===== src/rtl/demux1a4_pkg.sv =====
// Shared definitions for the 1:4 byte un-striping stage: lane count, index
// width, full-group mask, fill-state encoding and the partial-group mask helper.
package demux1a4_pkg;

  localparam int DEMUX_LANES = 4;
  localparam int LANE_IDX_W  = 2;

  localparam logic [DEMUX_LANES-1:0] MASK_FULL = 4'b1111;
  localparam logic [LANE_IDX_W-1:0]  LANE_LAST = 2'(DEMUX_LANES - 1);

  typedef enum logic {
    IDLE = 1'b0,
    FILL = 1'b1
  } state_e;

  // Lanes below idx carry data: idx=2 -> 4'b0011.
  function automatic logic [DEMUX_LANES-1:0] mask_below(input logic [LANE_IDX_W-1:0] idx);
    return 4'((5'b00001 << idx) - 5'd1);
  endfunction

endpackage


===== src/rtl/lane_reg4.sv =====
// Four-lane registered output stage: loads all lanes together on load,
// synchronous active-low clear, holds otherwise.
module lane_reg4
  import demux1a4_pkg::*;
#(
  parameter int DATA_W = 8
) (
  input  logic              clkf,
  input  logic              reset,
  input  logic              load,
  input  logic [DATA_W-1:0] d0,
  input  logic [DATA_W-1:0] d1,
  input  logic [DATA_W-1:0] d2,
  input  logic [DATA_W-1:0] d3,
  output logic [DATA_W-1:0] q0,
  output logic [DATA_W-1:0] q1,
  output logic [DATA_W-1:0] q2,
  output logic [DATA_W-1:0] q3
);

  logic [DATA_W-1:0] lane_q [DEMUX_LANES];
  logic [DATA_W-1:0] lane_d [DEMUX_LANES];

  // NOTE: every always_comb output gets a default first so no path can infer a latch.
  always_comb begin
    lane_d = lane_q;
    if (load) begin
      lane_d[0] = d0;
      lane_d[1] = d1;
      lane_d[2] = d2;
      lane_d[3] = d3;
    end
  end

  // NOTE: reset is sampled on the clock edge only (synchronous), and state uses <= so
  // every flop sees pre-edge values regardless of process ordering.
  always_ff @(posedge clkf) begin
    if (!reset) lane_q <= '{default: '0};
    else        lane_q <= lane_d;
  end

  assign q0 = lane_q[0];
  assign q1 = lane_q[1];
  assign q2 = lane_q[2];
  assign q3 = lane_q[3];

endmodule


===== src/rtl/demux1a4.sv =====
// 1:4 byte un-striping stage: round-robin fill of three staging bytes plus the
// live byte into a registered 4-lane group. Optional idle flush: DEMUX_FLUSH_EN.
module demux1a4
  import demux1a4_pkg::*;
#(
  parameter int DATA_W        = 8,
  parameter int FLUSH_TIMEOUT = 4
) (
  input  logic                   clkf,
  input  logic                   reset,
  input  logic [DATA_W-1:0]      in_data,
  input  logic                   in_valid,
  output logic [DATA_W-1:0]      out0,
  output logic [DATA_W-1:0]      out1,
  output logic [DATA_W-1:0]      out2,
  output logic [DATA_W-1:0]      out3,
  output logic                   out_valid,
  output logic [DEMUX_LANES-1:0] out_mask,
  output logic [LANE_IDX_W-1:0]  lane_idx
);

  if (FLUSH_TIMEOUT < 1 || FLUSH_TIMEOUT > 15) begin : g_bad_timeout
    $error("demux1a4: FLUSH_TIMEOUT must be in 1..15");
  end

  logic [LANE_IDX_W-1:0]  lane_idx_q, lane_idx_d;
  logic [DATA_W-1:0]      stg_q [DEMUX_LANES-1];
  logic [DATA_W-1:0]      stg_d [DEMUX_LANES-1];
  logic                   out_valid_q, out_valid_d;
  logic [DEMUX_LANES-1:0] out_mask_q, out_mask_d;

  logic full_grp, flush, emit;
  logic [DATA_W-1:0] lane0_in, lane1_in, lane2_in, lane3_in;

`ifdef DEMUX_FLUSH_EN
  localparam logic [3:0] TIMEOUT_C = 4'(FLUSH_TIMEOUT);

  state_e     state;
  logic [3:0] idle_cnt_q, idle_cnt_d;

  assign state = (lane_idx_q == '0) ? IDLE : FILL;

  // A valid byte always resets the count, so a byte on the would-be flush edge is kept.
  always_comb begin
    idle_cnt_d = idle_cnt_q;
    flush      = 1'b0;
    if (in_valid || state == IDLE) begin
      idle_cnt_d = '0;
    end else if (idle_cnt_q + 4'd1 == TIMEOUT_C) begin
      flush      = 1'b1;
      idle_cnt_d = '0;
    end else begin
      idle_cnt_d = idle_cnt_q + 4'd1;
    end
  end

  always_ff @(posedge clkf) begin
    if (!reset) idle_cnt_q <= '0;
    else        idle_cnt_q <= idle_cnt_d;
  end
`else
  assign flush = 1'b0;
`endif

  assign full_grp = in_valid && (lane_idx_q == LANE_LAST);
  assign emit     = full_grp || flush;

  always_comb begin
    lane_idx_d  = lane_idx_q;
    stg_d       = stg_q;
    out_valid_d = 1'b0;
    out_mask_d  = '0;
    lane0_in    = stg_q[0];
    lane1_in    = stg_q[1];
    lane2_in    = stg_q[2];
    lane3_in    = in_data;

    if (emit) begin
      out_valid_d = 1'b1;
      out_mask_d  = full_grp ? MASK_FULL : mask_below(lane_idx_q);
      if (!full_grp) begin
        lane0_in = out_mask_d[0] ? stg_q[0] : '0;
        lane1_in = out_mask_d[1] ? stg_q[1] : '0;
        lane2_in = out_mask_d[2] ? stg_q[2] : '0;
        lane3_in = '0;
      end
      lane_idx_d = '0;
      stg_d      = '{default: '0};
    end else if (in_valid) begin
      case (lane_idx_q)
        2'd0:    stg_d[0] = in_data;
        2'd1:    stg_d[1] = in_data;
        2'd2:    stg_d[2] = in_data;
        default: ;
      endcase
      lane_idx_d = lane_idx_q + 2'd1;
    end
  end

  always_ff @(posedge clkf) begin
    if (!reset) begin
      lane_idx_q  <= '0;
      stg_q       <= '{default: '0};
      out_valid_q <= 1'b0;
      out_mask_q  <= '0;
    end else begin
      lane_idx_q  <= lane_idx_d;
      stg_q       <= stg_d;
      out_valid_q <= out_valid_d;
      out_mask_q  <= out_mask_d;
    end
  end

  lane_reg4 #(.DATA_W(DATA_W)) u_lanes (
    .clkf  (clkf),
    .reset (reset),
    .load  (emit),
    .d0    (lane0_in),
    .d1    (lane1_in),
    .d2    (lane2_in),
    .d3    (lane3_in),
    .q0    (out0),
    .q1    (out1),
    .q2    (out2),
    .q3    (out3)
  );

  assign out_valid = out_valid_q;
  assign out_mask  = out_mask_q;
  assign lane_idx  = lane_idx_q;

endmodule


===== config.mk =====
export PLATFORM = sky130hd
export DESIGN_NAME = demux1a4
export DESIGN_NICKNAME = d
export VERILOG_FILES = /design/src/rtl/demux1a4_pkg.sv /design/src/rtl/lane_reg4.sv /design/src/rtl/demux1a4.sv
export SDC_FILE = /design/constraint.sdc
export NUM_CORES = 1
export LEC_CHECK = 0
export CORE_ASPECT_RATIO = 1.4
export CORE_MARGIN = 10
export CORE_UTILIZATION = 45
export DETAILED_ROUTE_END_ITERATION = 12
export GPL_ROUTABILITY_DRIVEN = 0
export PLACE_DENSITY = 0.71
export SLEW_MARGIN = 40
export SYNTH_ARGS = -nofsm -noshare
export SYNTH_HDL_FRONTEND = slang
export SYNTH_SLANG_ARGS = --single-unit

===== constraint.sdc =====
create_clock -name clkf -period 2.21 [get_ports clkf]
set_input_delay 0.442 -clock clkf [delete_from_list [all_inputs] [get_ports clkf]]
set_output_delay 0.442 -clock clkf [all_outputs]
set_load 0.1 [all_outputs]

### After elaboration in Yosys (flattened, before gate mapping)

Index checks and enable logic that the tools add are counted.

* RAM bits: 0
* output and inout bits: 39
* memory bits (read-only): 0
* flip-flop bits (word level): 60
* memories: 0
* logic and storage cells: 23
* bits of input ports: 11
* bits in latches: 0

* equality and inequality tests: 3
* $add $sub $neg: 1
* multiply operators: 0
* bitwise gates (word level): 1
* div/mod/pow operators: 0
* mux-type cells: 1
* $lt $le $gt $ge: 0
* shifts and indexed selects: 0
* reduce and logical (&&, ||, !) cells: 7

Operators with widths (count)
* 2-bit AND reduction: 4
* 2-bit == test, second input constant: 2
* 2-bit by 1-bit adder with 2-bit output, second input constant: 1
* 2-bit by 1-bit == test with 1-bit output, second input constant: 1
* 2-bit zero test: 1
* 2-bit OR reduction: 1
* 1-bit logical AND: 1
* 1-bit two-way mux: 1
* 1-bit inverter: 1

### Longest topological paths before layout

* word-level depth: 3
* gate-level depth with buffers: 5
* gate-level depth less buffers: 4

### By module

From an unflattened synthesis, not the netlist that was laid out.

* cell total of the unflattened synthesis: 239
* area total of the unflattened synthesis: 2474.9 um2

By module, submodules not included
* lane_reg4: sequential area each 640.6 um2, cells each 103, instances 1, area each 1243.7 um2
* demux1a4: sequential area each 540.5 um2, cells each 136, instances 1, area each 1231.2 um2

### Worst setup path before layout

OpenSTA, ideal clock, no wires.

* path kind: flip-flop to flip-flop
* from: reg lane_idx_q[0], in the netlist lane_idx[0]
* to: reg stg_q[0] (netlist bit)
* period minus slack after synthesis: 1991 ps
* cell stages (with the launch flop): 6
* library setup time: 130 ps
* arrival time: 1861 ps
* required time: 2080 ps
* slack: 219 ps
* path buffers: 2
* cell sequence: dfxtp_1 -> ha_1 -> buf_6 -> clkbuf_1 -> nand4b_1 -> o22ai_1

* longest elaborated chain between the ends: 3
* elaborated cells on any way between the ends: 5
* classes of those cells: 2 x eq/ne; 3 x reduce/logical

Ends and longest elaborated chain
* start: declaration: RTL line demux1a4.sv:26 `logic [LANE_IDX_W-1:0] lane_idx_q, lane_idx_d;`
* start signal: assignment: RTL line demux1a4.sv:107 `lane_idx_q <= lane_idx_d;`
* 2-bit == test: RTL line demux1a4.sv:65 `assign full_grp = in_valid && (lane_idx_q == LANE_LAST);`
* 1-bit logical AND: RTL line demux1a4.sv:65
* 2-bit OR reduction (no line)
* end signal: assignment: RTL line demux1a4.sv:108 `stg_q <= stg_d;`
* end: declaration: RTL line demux1a4.sv:27 `logic [DATA_W-1:0] stg_q [DEMUX_LANES-1];`

Several ways; a longest one is shown, not always the timed one.
A chain may end at the register's enable or synchronous reset.

### Worst setup path after layout

* from: reg lane_idx_q[0], in the netlist lane_idx[0]
* to: reg stg_q[2] (netlist bit)

The elaborated chain is that of the path after synthesis.

==> results.py <==
metrics = {
    "status": {
        "status": "finished, final reports clean",
    },
    "routing": {
        "wl_mm": 6.17,
        "wl_per_cell_um": 16.0,
        "wl_met2_mm": 2.85,
        "final_antenna_net_count": 0,
        "drt_iter0_markers": 223,
        "routedLengthMet1_mm": 2.79,
        "via_per_inst": 5.58,
        "drc": 0,
        "num_vias": 2154,
        "first_pass_iters": 4,
        "top_layer_used": "met4",
        "wl_met3_um": 431,
    },
    "finish": {
        "final_cell_area_um2": 3170,
        "n_fill_cell": 537,
        "register_area_um2": 1180,
        "areaGrowthSynthToFinish_pct": 20.5,
        "multi_input_area_um2": 1210,
        "fin_nets": 328,
        "diodes": 0,
        "drive_gt1_share_pct": 28.9,
    },
    "critical_path": {
        "critPathMaxStageDelay_ps": 480,
        "crit_chain": "ha_2 > buf_4 > nand4b_1 > o22ai_1",
        "required_ps": 2420,
        "rr_worst_depth": 4,
        "reg2reg_setup_slack_ps": 590,
        "rr_endpoint": "stg_q[2]",
        "r2r_start": "lane_idx[0]",
        "worstSetupEndpointType": "register",
        "slowest_stage": "ha_2",
        "critPathMaxFanout": 28,
        "crit_type": "reg -> reg",
        "critical_path.startpoint_type": "register",
        "cp_data_arrival_time_ps": 1830,
    },
    "sta": {
        "finalSetupViolCount": 0,
        "slew_viol_final": 0,
        "fin_worst_skew_ps": 3.57,
        "fmax_mhz": 617,
        "hold_violations": 0,
        "fin_crit_ps": 1620,
        "setup_ws_ps": 590,
        "rsz0062_at_grt": "no",
        "whs_ps": 463,
        "slew_headroom_pct": 72.7,
        "max_slew.worst_pin.slew_ps": 410,
        "fin_setup_tns_ps": 0,
        "fin_crit_sh_pct": 73.3,
    },
    "logic_synthesis": {
        "ys_seq_area_share_pct": 44.9,
        "synthCells": 281,
        "avgSynthCellArea_um2": 9.36,
        "synth_nets": 296,
        "synth_top_area_share_pct": 44.9,
        "yosysTopAreaCell": "dfxtp_1",
        "yosysUniqueCellTypes": 20,
        "yosysWarnings": 0,
        "ys_ff_latch": 59,
        "synth.top_cells.by_area": "dfxtp_1 45%, a21bo_2 9.5%, nand4b_1 8.0%, a21oi_1 6.5%, nand3_1 6.1%",
        "syn-cell-area_um2": 2630,
    },
    "pwr": {
        "p_leak_nw": 1.20,
        "vdd_drop_max_uv": 482,
        "p_per_area_nw_per_um2": 741,
        "fin_total_pwr_w": 0.00235,
    },
    "clock_network": {
        "cts-resized-gates": 0,
        "cts-buffers-inserted": 9,
        "holdBufCountCts": 0,
        "clk_pin_slew_ps": 70,
        "cts-htree-levels": 3,
        "worst_skew_pair.late_latency_ps": 330,
        "cts_sinks": 59,
        "cts_buffer_depth": 2,
        "cts_setup_buffers": 0,
        "cts_tree": "done",
        "clock-root-buffer": "clkbuf_8",
    },
    "placement": {
        "placed_cell_area_um2": 2960,
        "port_buffers": 49,
        "dp_hpwl_mm": 4.09,
        "place_ws_ps": 554,
    },
    "die": {
        "rows": 32,
        "die_w_um": 84.6,
        "fp.dieH_um": 110,
        "io-pin-count": 50,
        "start_util_pct": 46.9,
        "coreArea_um2": 5610,
        "die_area_um2": 9350,
    },
    "flow_run": {
        "maxCapViolations": 0,
    },
    "worst_hold_path": {
        "holdPathStages": 2,
        "hp-class": "reg -> reg",
        "hold_start": "stg_q[14]",
        "hold_path_end": "stg_q[14]",
    },
    "global_route": {
        "antenna_found_initial": 0,
        "gr-usage-all-layers_pct": 13.3,
        "grt_pass1_vias": 2070,
        "grt_max_degree": 44,
        "grt_overflow_total": 0,
        "grt_pass1_wl_mm": 10.6,
    },
}
==> how the worst max path moves through the flow <==
stage | from | end | slack [ps] | depth (start not counted)
final | lane_idx[0] | stg_q[2] | 590 | 4
after global routing | lane_idx[0] | stg_q[1] | 430 | 4
after CTS | lane_idx[0] | stg_q[2] | 590 | 4
after detailed placement | reset | stg_q[18] | 550 | 4
after global placement | reset | stg_q[14] | 590 | 4
after floorplan | lane_idx[0] | stg_q[0] | 220 | 5
==> sequential cells by signal, summed over array words and instances, names as in the netlist <==
register	count
u_lanes.q3	8
u_lanes.q0	8
stg_q	24
lane_idx	2
u_lanes.q1	8
u_lanes.q2	8
out_mask	1
==> cells in the mapped netlist, drive strengths merged <==
| library cell | number |
|---|---|
| a21bo | 32 |
| a21oi | 34 |
| and3 | 1 |
| buf | 28 |
| clkbuf | 9 |
| dfxtp | 59 |
| ha | 4 |
| inv | 3 |
| nand2 | 24 |
| nand2b | 2 |
| nand3 | 32 |
| nand3b | 1 |
| nand4b | 24 |
| o21a | 3 |
| o22ai | 24 |
| or3b | 1 |
==> power breakdown <==
| part | leakage (nW) | switching, W | total, W | internal (W) |
|---|---|---|---|---|
| clock network | 0.108 | 0.000426 | 0.00103 | 0.000609 |
| registers | 0.477 | 0.0000148 | 0.00110 | 0.00109 |
| logic | 0.616 | 0.000147 | 0.000213 | 0.0000660 |
==> cells in the final DEF, fill, tap and decap left out <==
master | netlist | routed
nand2_1 | 24 | 24
clkinvlp_4 | 0 | 1
a21bo_1 | 7 | 7
buf_2 | 15 | 1
o21a_1 | 3 | 3
inv_2 | 1 | 1
and3_1 | 1 | 1
buf_12 | 0 | 1
or3b_1 | 1 | 1
clkbuf_8 | 0 | 12
inv_1 | 2 | 2
a21bo_2 | 25 | 25
dfxtp_1 | 59 | 59
nand3_1 | 32 | 32
ha_1 | 4 | 3
clkinv_2 | 0 | 2
nand3b_1 | 1 | 1
a21oi_1 | 34 | 34
nand2b_1 | 2 | 2
nand4b_1 | 24 | 24
o22ai_1 | 24 | 24
clkdlybuf4s50_1 | 0 | 9
bufinv_16 | 0 | 1
ha_2 | 0 | 1
buf_4 | 7 | 47
==> final cells by class <==
type / count / share of cell area, %
Sequential cell: 59 / 37.3
Multi-Input combinational cell: 182 / 38.2
Tap cell: 68 / 2.68
Timing Repair Buffer: 58 / 14.8
Inverter: 3 / 0.355
Clock buffer: 12 / 5.21
Clock inverter: 4 / 1.50
==> logic make-up (layout without fill, tap and decap cells) <==
family / count (synthesis) / in the layout / synth area share [%]
compound gates: 93 / 93 / 25.2
fa+ha+maj: 4 / 4 / 1.90
buf+inv: 40 / 77 / 9.13
flops: 59 / 59 / 44.9
simple gates: 85 / 85 / 18.8
==> routing by layer <==
layer / vias up / track usage, %
met2: 56 / 19.7
li1: 1077 / -
met5: - / 0
met1: 1008 / 16.9
met3: 13 / 5.51
met4: 0 / 4.28
==> critical path, delay by kind of cell (launching register included) <==
kind | cells | cell delay (ps)
adders and majority gates | 1 | 480
DFF | 1 | 420
buffers and inverters | 1 | 350
and+or+nand+nor | 1 | 160
AOI/OAI and AO/OA | 1 | 80
==> stage by stage <==
stage | instances | util, %
finish | 386 | 56.5
floorplan | 281 | -
global route | 386 | 56.5
CTS | 386 | 56.5
global placement | 370 | 52.7
detailed placement | 370 | 52.7
No activity file was read; power rests on OpenSTA's default activity.
